File: src/rtl/hilo_muldiv.sv
// ---------------------------------------------------------------------------
// hilo_muldiv
//
// Iterative multiply/divide unit that owns the MIPS HI/LO register pair.
// A mult/multu/div/divu is issued from IDLE with forwarded rs/rt operands.
// The unit then runs a radix-2 shift-add multiply or restoring divide on
// operand magnitudes for WIDTH iterations (RUN). It applies the sign
// correction and writes HI/LO in a single FIX cycle. While busy it stalls
// any new start, mthi/mtlo or mfhi/mflo in the execute stage.
//
// Optional build macro:
//   HILO_FAST_MUL_EN - multiplies are computed combinationally at the
//                      start edge and go straight from IDLE to FIX.
//                      Divides stay iterative.
//
// Ports:
//   clock      in   rising-edge clock
//   reset_n    in   asynchronous active-low reset
//   start      in   issue mult/div (sampled only in IDLE)
//   op         in   00 mult, 01 multu, 10 div, 11 divu
//   rs_value   in   dividend / multiplicand
//   rt_value   in   divisor / multiplier
//   mthi       in   write wdata into HI
//   mtlo       in   write wdata into LO
//   mf_req     in   mfhi/mflo present in execute
//   wdata      in   forwarded rs value for mthi/mtlo
//   flush      in   cancel the in-flight operation
//   busy       out  operation in progress (RUN or FIX)
//   stall      out  busy and a HI/LO consumer or producer is waiting
//   done       out  one-cycle pulse when HI/LO updated or div-by-zero
//   div_zero   out  one-cycle pulse with done for divide by zero
//   hi         out  HI register
//   lo         out  LO register
// ---------------------------------------------------------------------------
module hilo_muldiv #(
    parameter int WIDTH = 32,
    parameter int CNT_W = 5
) (
    input  logic             clock,
    input  logic             reset_n,
    input  logic             start,
    input  logic [1:0]       op,
    input  logic [WIDTH-1:0] rs_value,
    input  logic [WIDTH-1:0] rt_value,
    input  logic             mthi,
    input  logic             mtlo,
    input  logic             mf_req,
    input  logic [WIDTH-1:0] wdata,
    input  logic             flush,
    output logic             busy,
    output logic             stall,
    output logic             done,
    output logic             div_zero,
    output logic [WIDTH-1:0] hi,
    output logic [WIDTH-1:0] lo
);

    typedef enum logic [1:0] {
        IDLE = 2'd0,
        RUN  = 2'd1,
        FIX  = 2'd2
    } state_e;

    state_e             state_q, state_d;
    logic [CNT_W-1:0]   count_q, count_d;
    logic               isDiv_q, isDiv_d;
    logic               negQuot_q, negQuot_d;
    logic               negRem_q, negRem_d;
    // operand_q holds the multiplicand or the divisor magnitude.
    // accHi_q/accLo_q form the product accumulator or the {rem, quot} pair.
    logic [WIDTH:0]     operand_q, operand_d;
    logic [WIDTH:0]     accHi_q, accHi_d;
    logic [WIDTH-1:0]   accLo_q, accLo_d;
    logic [WIDTH-1:0]   hi_q, hi_d;
    logic [WIDTH-1:0]   lo_q, lo_d;
    logic               done_q, done_d;
    logic               divZero_q, divZero_d;

    logic               rsNeg, rtNeg;
    logic [WIDTH:0]     rsMag, rtMag;

    logic [WIDTH:0]     divShift;
    logic [WIDTH+1:0]   divDiff;
    logic               divOk;
    logic [WIDTH:0]     divHiNext;
    logic [WIDTH-1:0]   divLoNext;

    logic [2*WIDTH-1:0] productMag;
    logic [2*WIDTH-1:0] productRes;
    logic [WIDTH-1:0]   remMag;
    logic [WIDTH-1:0]   quotRes, remRes;

    // Operand magnitudes. One extra bit keeps |0x80000000| exact.
    assign rsNeg = ~op[0] & rs_value[WIDTH-1];
    assign rtNeg = ~op[0] & rt_value[WIDTH-1];
    assign rsMag = rsNeg ? ({1'b0, ~rs_value} + (WIDTH+1)'(1)) : {1'b0, rs_value};
    assign rtMag = rtNeg ? ({1'b0, ~rt_value} + (WIDTH+1)'(1)) : {1'b0, rt_value};

    // One restoring-divide step: shift {rem,quot} left, trial-subtract.
    assign divShift  = {accHi_q[WIDTH-1:0], accLo_q[WIDTH-1]};
    assign divDiff   = {1'b0, divShift} - {1'b0, operand_q};
    assign divOk     = ~divDiff[WIDTH+1];
    assign divHiNext = divOk ? divDiff[WIDTH:0] : divShift;
    assign divLoNext = {accLo_q[WIDTH-2:0], divOk};

`ifdef HILO_FAST_MUL_EN
    logic [2*WIDTH-1:0] fastProd;

    // Full magnitude product, captured at the start edge.
    assign fastProd = {{WIDTH{1'b0}}, rsMag[WIDTH-1:0]} * {{WIDTH{1'b0}}, rtMag[WIDTH-1:0]};
`else
    logic [WIDTH:0]     mulSum;
    logic [WIDTH:0]     mulHiNext;
    logic [WIDTH-1:0]   mulLoNext;

    // One shift-add step. The carry of the add is shifted back into the
    // upper half, so accHi_q[WIDTH] is always zero between steps.
    assign mulSum    = accHi_q + (accLo_q[0] ? operand_q : '0);
    assign mulHiNext = {1'b0, mulSum[WIDTH:1]};
    assign mulLoNext = {mulSum[0], accLo_q[WIDTH-1:1]};
`endif

    // Sign correction applied in FIX.
    assign productMag = {accHi_q[WIDTH-1:0], accLo_q};
    assign productRes = negQuot_q ? (~productMag + (2*WIDTH)'(1)) : productMag;
    assign remMag     = accHi_q[WIDTH-1:0];
    assign quotRes    = negQuot_q ? (~accLo_q + WIDTH'(1)) : accLo_q;
    assign remRes     = negRem_q  ? (~remMag + WIDTH'(1)) : remMag;

    // Next-state logic. An mt write is dropped when start is present in
    // IDLE. flush cancels RUN/FIX, including the FIX write on that edge.
    always_comb begin
        state_d   = state_q;
        count_d   = count_q;
        isDiv_d   = isDiv_q;
        negQuot_d = negQuot_q;
        negRem_d  = negRem_q;
        operand_d = operand_q;
        accHi_d   = accHi_q;
        accLo_d   = accLo_q;
        hi_d      = hi_q;
        lo_d      = lo_q;
        done_d    = 1'b0;
        divZero_d = 1'b0;

        case (state_q)
            IDLE: begin
                if (start) begin
                    if (!flush) begin
                        if (op[1] && (rt_value == '0)) begin
                            done_d    = 1'b1;
                            divZero_d = 1'b1;
                        end else begin
                            isDiv_d   = op[1];
                            negQuot_d = rsNeg ^ rtNeg;
                            negRem_d  = rsNeg;
                            count_d   = '0;
                            if (op[1]) begin
                                operand_d = rtMag;
                                accHi_d   = '0;
                                accLo_d   = rsMag[WIDTH-1:0];
                                state_d   = RUN;
                            end else begin
`ifdef HILO_FAST_MUL_EN
                                accHi_d = {1'b0, fastProd[2*WIDTH-1:WIDTH]};
                                accLo_d = fastProd[WIDTH-1:0];
                                state_d = FIX;
`else
                                operand_d = rsMag;
                                accHi_d   = '0;
                                accLo_d   = rtMag[WIDTH-1:0];
                                state_d   = RUN;
`endif
                            end
                        end
                    end
                end else begin
                    if (mthi) begin
                        hi_d = wdata;
                    end
                    if (mtlo) begin
                        lo_d = wdata;
                    end
                end
            end

            RUN: begin
                if (flush) begin
                    state_d = IDLE;
                end else begin
                    count_d = count_q + CNT_W'(1);
`ifdef HILO_FAST_MUL_EN
                    accHi_d = divHiNext;
                    accLo_d = divLoNext;
`else
                    if (isDiv_q) begin
                        accHi_d = divHiNext;
                        accLo_d = divLoNext;
                    end else begin
                        accHi_d = mulHiNext;
                        accLo_d = mulLoNext;
                    end
`endif
                    if (count_q == CNT_W'(WIDTH-1)) begin
                        state_d = FIX;
                    end
                end
            end

            FIX: begin
                state_d = IDLE;
                if (!flush) begin
                    done_d = 1'b1;
                    if (isDiv_q) begin
                        lo_d = quotRes;
                        hi_d = remRes;
                    end else begin
                        hi_d = productRes[2*WIDTH-1:WIDTH];
                        lo_d = productRes[WIDTH-1:0];
                    end
                end
            end

            default: begin
                state_d = IDLE;
            end
        endcase
    end

    // State and datapath registers. Reset abandons any partial result.
    always_ff @(posedge clock or negedge reset_n) begin
        if (!reset_n) begin
            state_q   <= IDLE;
            count_q   <= '0;
            isDiv_q   <= 1'b0;
            negQuot_q <= 1'b0;
            negRem_q  <= 1'b0;
            operand_q <= '0;
            accHi_q   <= '0;
            accLo_q   <= '0;
            hi_q      <= '0;
            lo_q      <= '0;
            done_q    <= 1'b0;
            divZero_q <= 1'b0;
        end else begin
            state_q   <= state_d;
            count_q   <= count_d;
            isDiv_q   <= isDiv_d;
            negQuot_q <= negQuot_d;
            negRem_q  <= negRem_d;
            operand_q <= operand_d;
            accHi_q   <= accHi_d;
            accLo_q   <= accLo_d;
            hi_q      <= hi_d;
            lo_q      <= lo_d;
            done_q    <= done_d;
            divZero_q <= divZero_d;
        end
    end

    assign busy     = (state_q != IDLE);
    assign stall    = busy & (start | mthi | mtlo | mf_req);
    assign done     = done_q;
    assign div_zero = divZero_q;
    assign hi       = hi_q;
    assign lo       = lo_q;

endmodule
File: config.mk
export PLATFORM = sky130hd
export DESIGN_NAME = hilo_muldiv
export DESIGN_NICKNAME = d
export VERILOG_FILES = /design/src/rtl/hilo_muldiv.sv
export SDC_FILE = /design/constraint.sdc
export NUM_CORES = 1
export LEC_CHECK = 0
export CAP_MARGIN = 20
export CORE_ASPECT_RATIO = 1.75
export CORE_MARGIN = 2
export CORE_UTILIZATION = 50
export CTS_BUF_LIST = sky130_fd_sc_hd__clkbuf_4
export DETAILED_ROUTE_END_ITERATION = 8
export GPL_TIMING_DRIVEN = 0
export PLACE_DENSITY = 0.8
export REMOVE_ABC_BUFFERS = 1
export SLEW_MARGIN = 20
export SYNTH_ARGS = -nofsm -noshare
export SYNTH_HDL_FRONTEND = slang
export SYNTH_SLANG_ARGS = --single-unit
export TNS_END_PERCENT = 100
File: constraint.sdc
create_clock -name clock -period 7.5 [get_ports clock]
set_clock_uncertainty 0.15 [all_clocks]
set_input_delay 2.25 -clock clock [delete_from_list [all_inputs] [get_ports clock]]
set_output_delay 2.25 -clock clock [all_outputs]
set_load 0.02 [all_outputs]
==> run_results.csv, run 1 <==
group,metric,value,unit
routing,first_iter_violations,1229,
timing,hold-worst-slack,346,ps
critical_path,worstPathRequired,5100,ps
critical_path,crit_fanout,5,
timing,finalCriticalPeriod,6170,ps
pwr,intPower,3.71,mW
pwr,p_comb_frac,0.671,
cells_and_area,drive_gt1_frac,0.0514,
logic_synthesis,async_flop_share,1.00,
flow_run,cap_viol_max_count,0,
timing,layout_setup_ws,1330,ps
timing,fin_tns_setup,0,ps
routing,vias,15600,
routing,wl_per_cell,22.5,um
pwr,switching_share,0.523,
hold_path,hold_class,"reg2reg",
routing,viasPerCell,6.32,
placement,placed_cells,2436,
cts,path_clk_slew,170,ps
routing,firstDrtPassIters,5,
placement,placed_area,17500,um2
cts,cts_made_buffers,17,
timing,fmax,162,MHz
timing,finalSetupViolCount,0,
pwr,clkPwrFrac,0.085,
routing,ant_nets,0,
die,die_h,236,um
logic_synthesis,synthCells,1985,
critical_path,cp.arrival,3770,ps
placement,hpwlAfterDp,42900,um
cts,htreeDepth,4,
critical_path,cp_slowest_stage_delay,580,ps
critical_path,critPathCaptureType,"output port",
critical_path,startpoint_type,"primary input",
timing,period_share,0.822,
placement,gp_congestion,0.975,
cts,insertion_delay,700,ps
logic_synthesis,synth-main-ff-cell,"dfrtp_1",
cts,post_cts_resized,0,
die,fp.dieW,136,um
cts,cts_hold_buf,0,
logic_synthesis,yosysTopAreaCellShare,0.284,
critical_path,path_cells,"clkdlybuf4s50_1 -> nor4_1 -> nor2_1 -> clkdlybuf4s50_1",
die,num_rows,84,
cts,cts_sinks,174,
critical_path,crit_type,"in2out",
pwr,power_switching,4.06,mW
cts,cts_root_buf,"clkbuf_4",
routing,routed_wl,55600,um
critical_path,crit_top_cell,"clkdlybuf4s50_1",
global_route,grt_usage,0.349,
cells_and_area,final_nets,2247,
logic_synthesis,ys_top_cells_by_count,"nand2_1, nor2_1, o21ai_0",
critical_path,r2r_cells,13,
logic_synthesis,yosysMostFrequentCell,"nand2_1",
die,io_pins,173,
die,start_util,0.510,
cells_and_area,fin_cells,2476,
placement,io_buffers,172,
logic_synthesis,yosysTopAreaCell,"dfrtp_1",
global_route,grt_pass1_wl,85600,um
status,status,"complete, no violations",
logic_synthesis,synth_edf_count,0,
placement,dpl_worst_slack,789,ps
logic_synthesis,synthTopCellsByArea,"dfrtp_1, o21ai_0, a21oi_1",
logic_synthesis,ys_warn_count,0,
logic_synthesis,syn_area_per_cell,7.72,um2
die,core_area,30100,um2
pwr,power.density,436,nW/um2
pwr,p_leak,7.48,nW
pwr,max-vdd-ir-drop,0.277,mV
timing,tightestPinTransition,1140,ps
timing,slew_headroom,0.232,
logic_synthesis,seq_area_frac_synth,0.284,
global_route,grt_max_degree,75,
pwr,pwr-share-seq,0.244,
cells_and_area,syn_to_final_growth,16.4,%
timing,rsz0062_at_grt,"false",
logic_synthesis,synth_seq_cells,174,
global_route,grt_overflow,0,
global_route,grt_pass1_vias,15300,
cells_and_area,finalInstanceArea,17800,um2
timing,hold_violations,0,
timing,drv_slew,0,
routing,drc,0,
cts,cts_tree,"built",
die,die_area,32100,um2
logic_synthesis,synth_cell_types,76,
cts,postCtsSetupBuffers,0,
global_route,antenna_found_initial,6,
logic_synthesis,syn_area,15300,um2
critical_path,cp_slowest_cell,"clkdlybuf4s50_1",
cts,ctsLongestPathBuffers,2,
hold_path,holdPathStages,2,
## through the flow
step	power (mW)	util
final	7.77	0.593
after detailed placement	7.01	0.581
after CTS	7.68	0.592
after global routing	8.30	0.593
after floorplan	5.17	-
after global placement	6.82	0.566
## layer usage
layer	global-route usage	wire length (um)	vias up
met5	0	0	-
met2	0.574	26800	636
met3	0.0493	2780	220
met4	0.300	5570	0
met1	0.388	20500	7491
li1	-	-	7301
## flip-flops by register name (all words and copies together), names as in the netlist, 2 cells and up
signal	flops
operand_q	33
count_q	5
accHi_q	33
lo	32
state_q	2
accLo_q	32
hi	32
## worst paths after layout
path | from | to | slack [ps]
setup / recovery | start | stall | 1330
min in group asynchronous | reset_n | accHi_q[7] | 1280
hold reg to reg | hi[21] | hi[21] | 350
max in group asynchronous | reset_n | hi[8] | 5210
setup reg to reg | accLo_q[0] | accHi_q[26] | 2930
hold / removal | hi[21] | hi[21] | 350
## power groups by stage
| stage | clock [mW] | sequential, mW | combinational, mW |
|---|---|---|---|
| floorplan | 0 | 1.89 | 3.27 |
| global placement | 0 | 1.95 | 4.87 |
| detailed placement | 0 | 1.91 | 5.10 |
| CTS | 0.665 | 1.88 | 5.13 |
| global route | 0.698 | 1.95 | 5.66 |
| finish | 0.658 | 1.90 | 5.21 |
## cell families (layout without fill, tap and decap cells)
family / after synthesis / after routing / synth area share
compound gates: 645 / 645 / 0.259
xor+xnor: 172 / 172 / 0.0984
fa+ha+maj: 73 / 73 / 0.0606
buf+inv: 184 / 281 / 0.0488
flops: 174 / 174 / 0.284
mux: 73 / 73 / 0.0492
other cells: 0 / 7 / 0
simple gates: 664 / 664 / 0.200
## area by class of cell
type,count,area [um2]
Timing Repair Buffer,189,2150
Antenna cell,7,17.5
Multi-Input combinational cell,1627,10300
Fill cell,2791,12200
Clock buffer,17,128
Tap cell,387,484
Clock inverter,15,205
Sequential cell,174,4360
Inverter,60,225
## worst max-delay path, delay by kind of cell
family	cells	cell delay [ps]
simple gates	2	390
buf+inv	2	1120
## cells in the final DEF (no fill, tap or decap), types with 33 or more instances in the layout
| master | count |
|---|---|
| nand2_1 | 238 |
| nor2_1 | 210 |
| o21ai_0 | 200 |
| a21oi_1 | 190 |
| dfrtp_1 | 172 |
| clkdlybuf4s50_1 | 170 |
| xnor2_1 | 98 |
| xor2_1 | 74 |
| ha_1 | 71 |
| inv_1 | 59 |
| mux2i_1 | 55 |
| o31ai_1 | 33 |
Note: power is estimated with default switching activity, not from simulation.
==> run 2, diff against run 1 <==
==> constraint.sdc (replaced) <==
create_clock -name clock -period 6 [get_ports clock]
set_clock_uncertainty 0.15 [all_clocks]
set_input_delay 1.8 -clock clock [delete_from_list [all_inputs] [get_ports clock]]
set_output_delay 1.8 -clock clock [all_outputs]
set_load 0.02 [all_outputs]
==> results of run 2 <==
Same layout as run 1 (identical final DEF). Status: complete, no violations.
Among the figures that moved: setup slack after placement 789 ps -> -261 ps; setup slack after layout 1330 ps -> 377 ps; start point of the critical path start -> rt_value[0]; end point of the critical path stall -> operand_q[25]; register-to-register setup slack 2930 ps -> 1430 ps; total power 7.77 mW -> 9.71 mW; worst IR drop on VDD 0.277 mV -> 0.346 mV
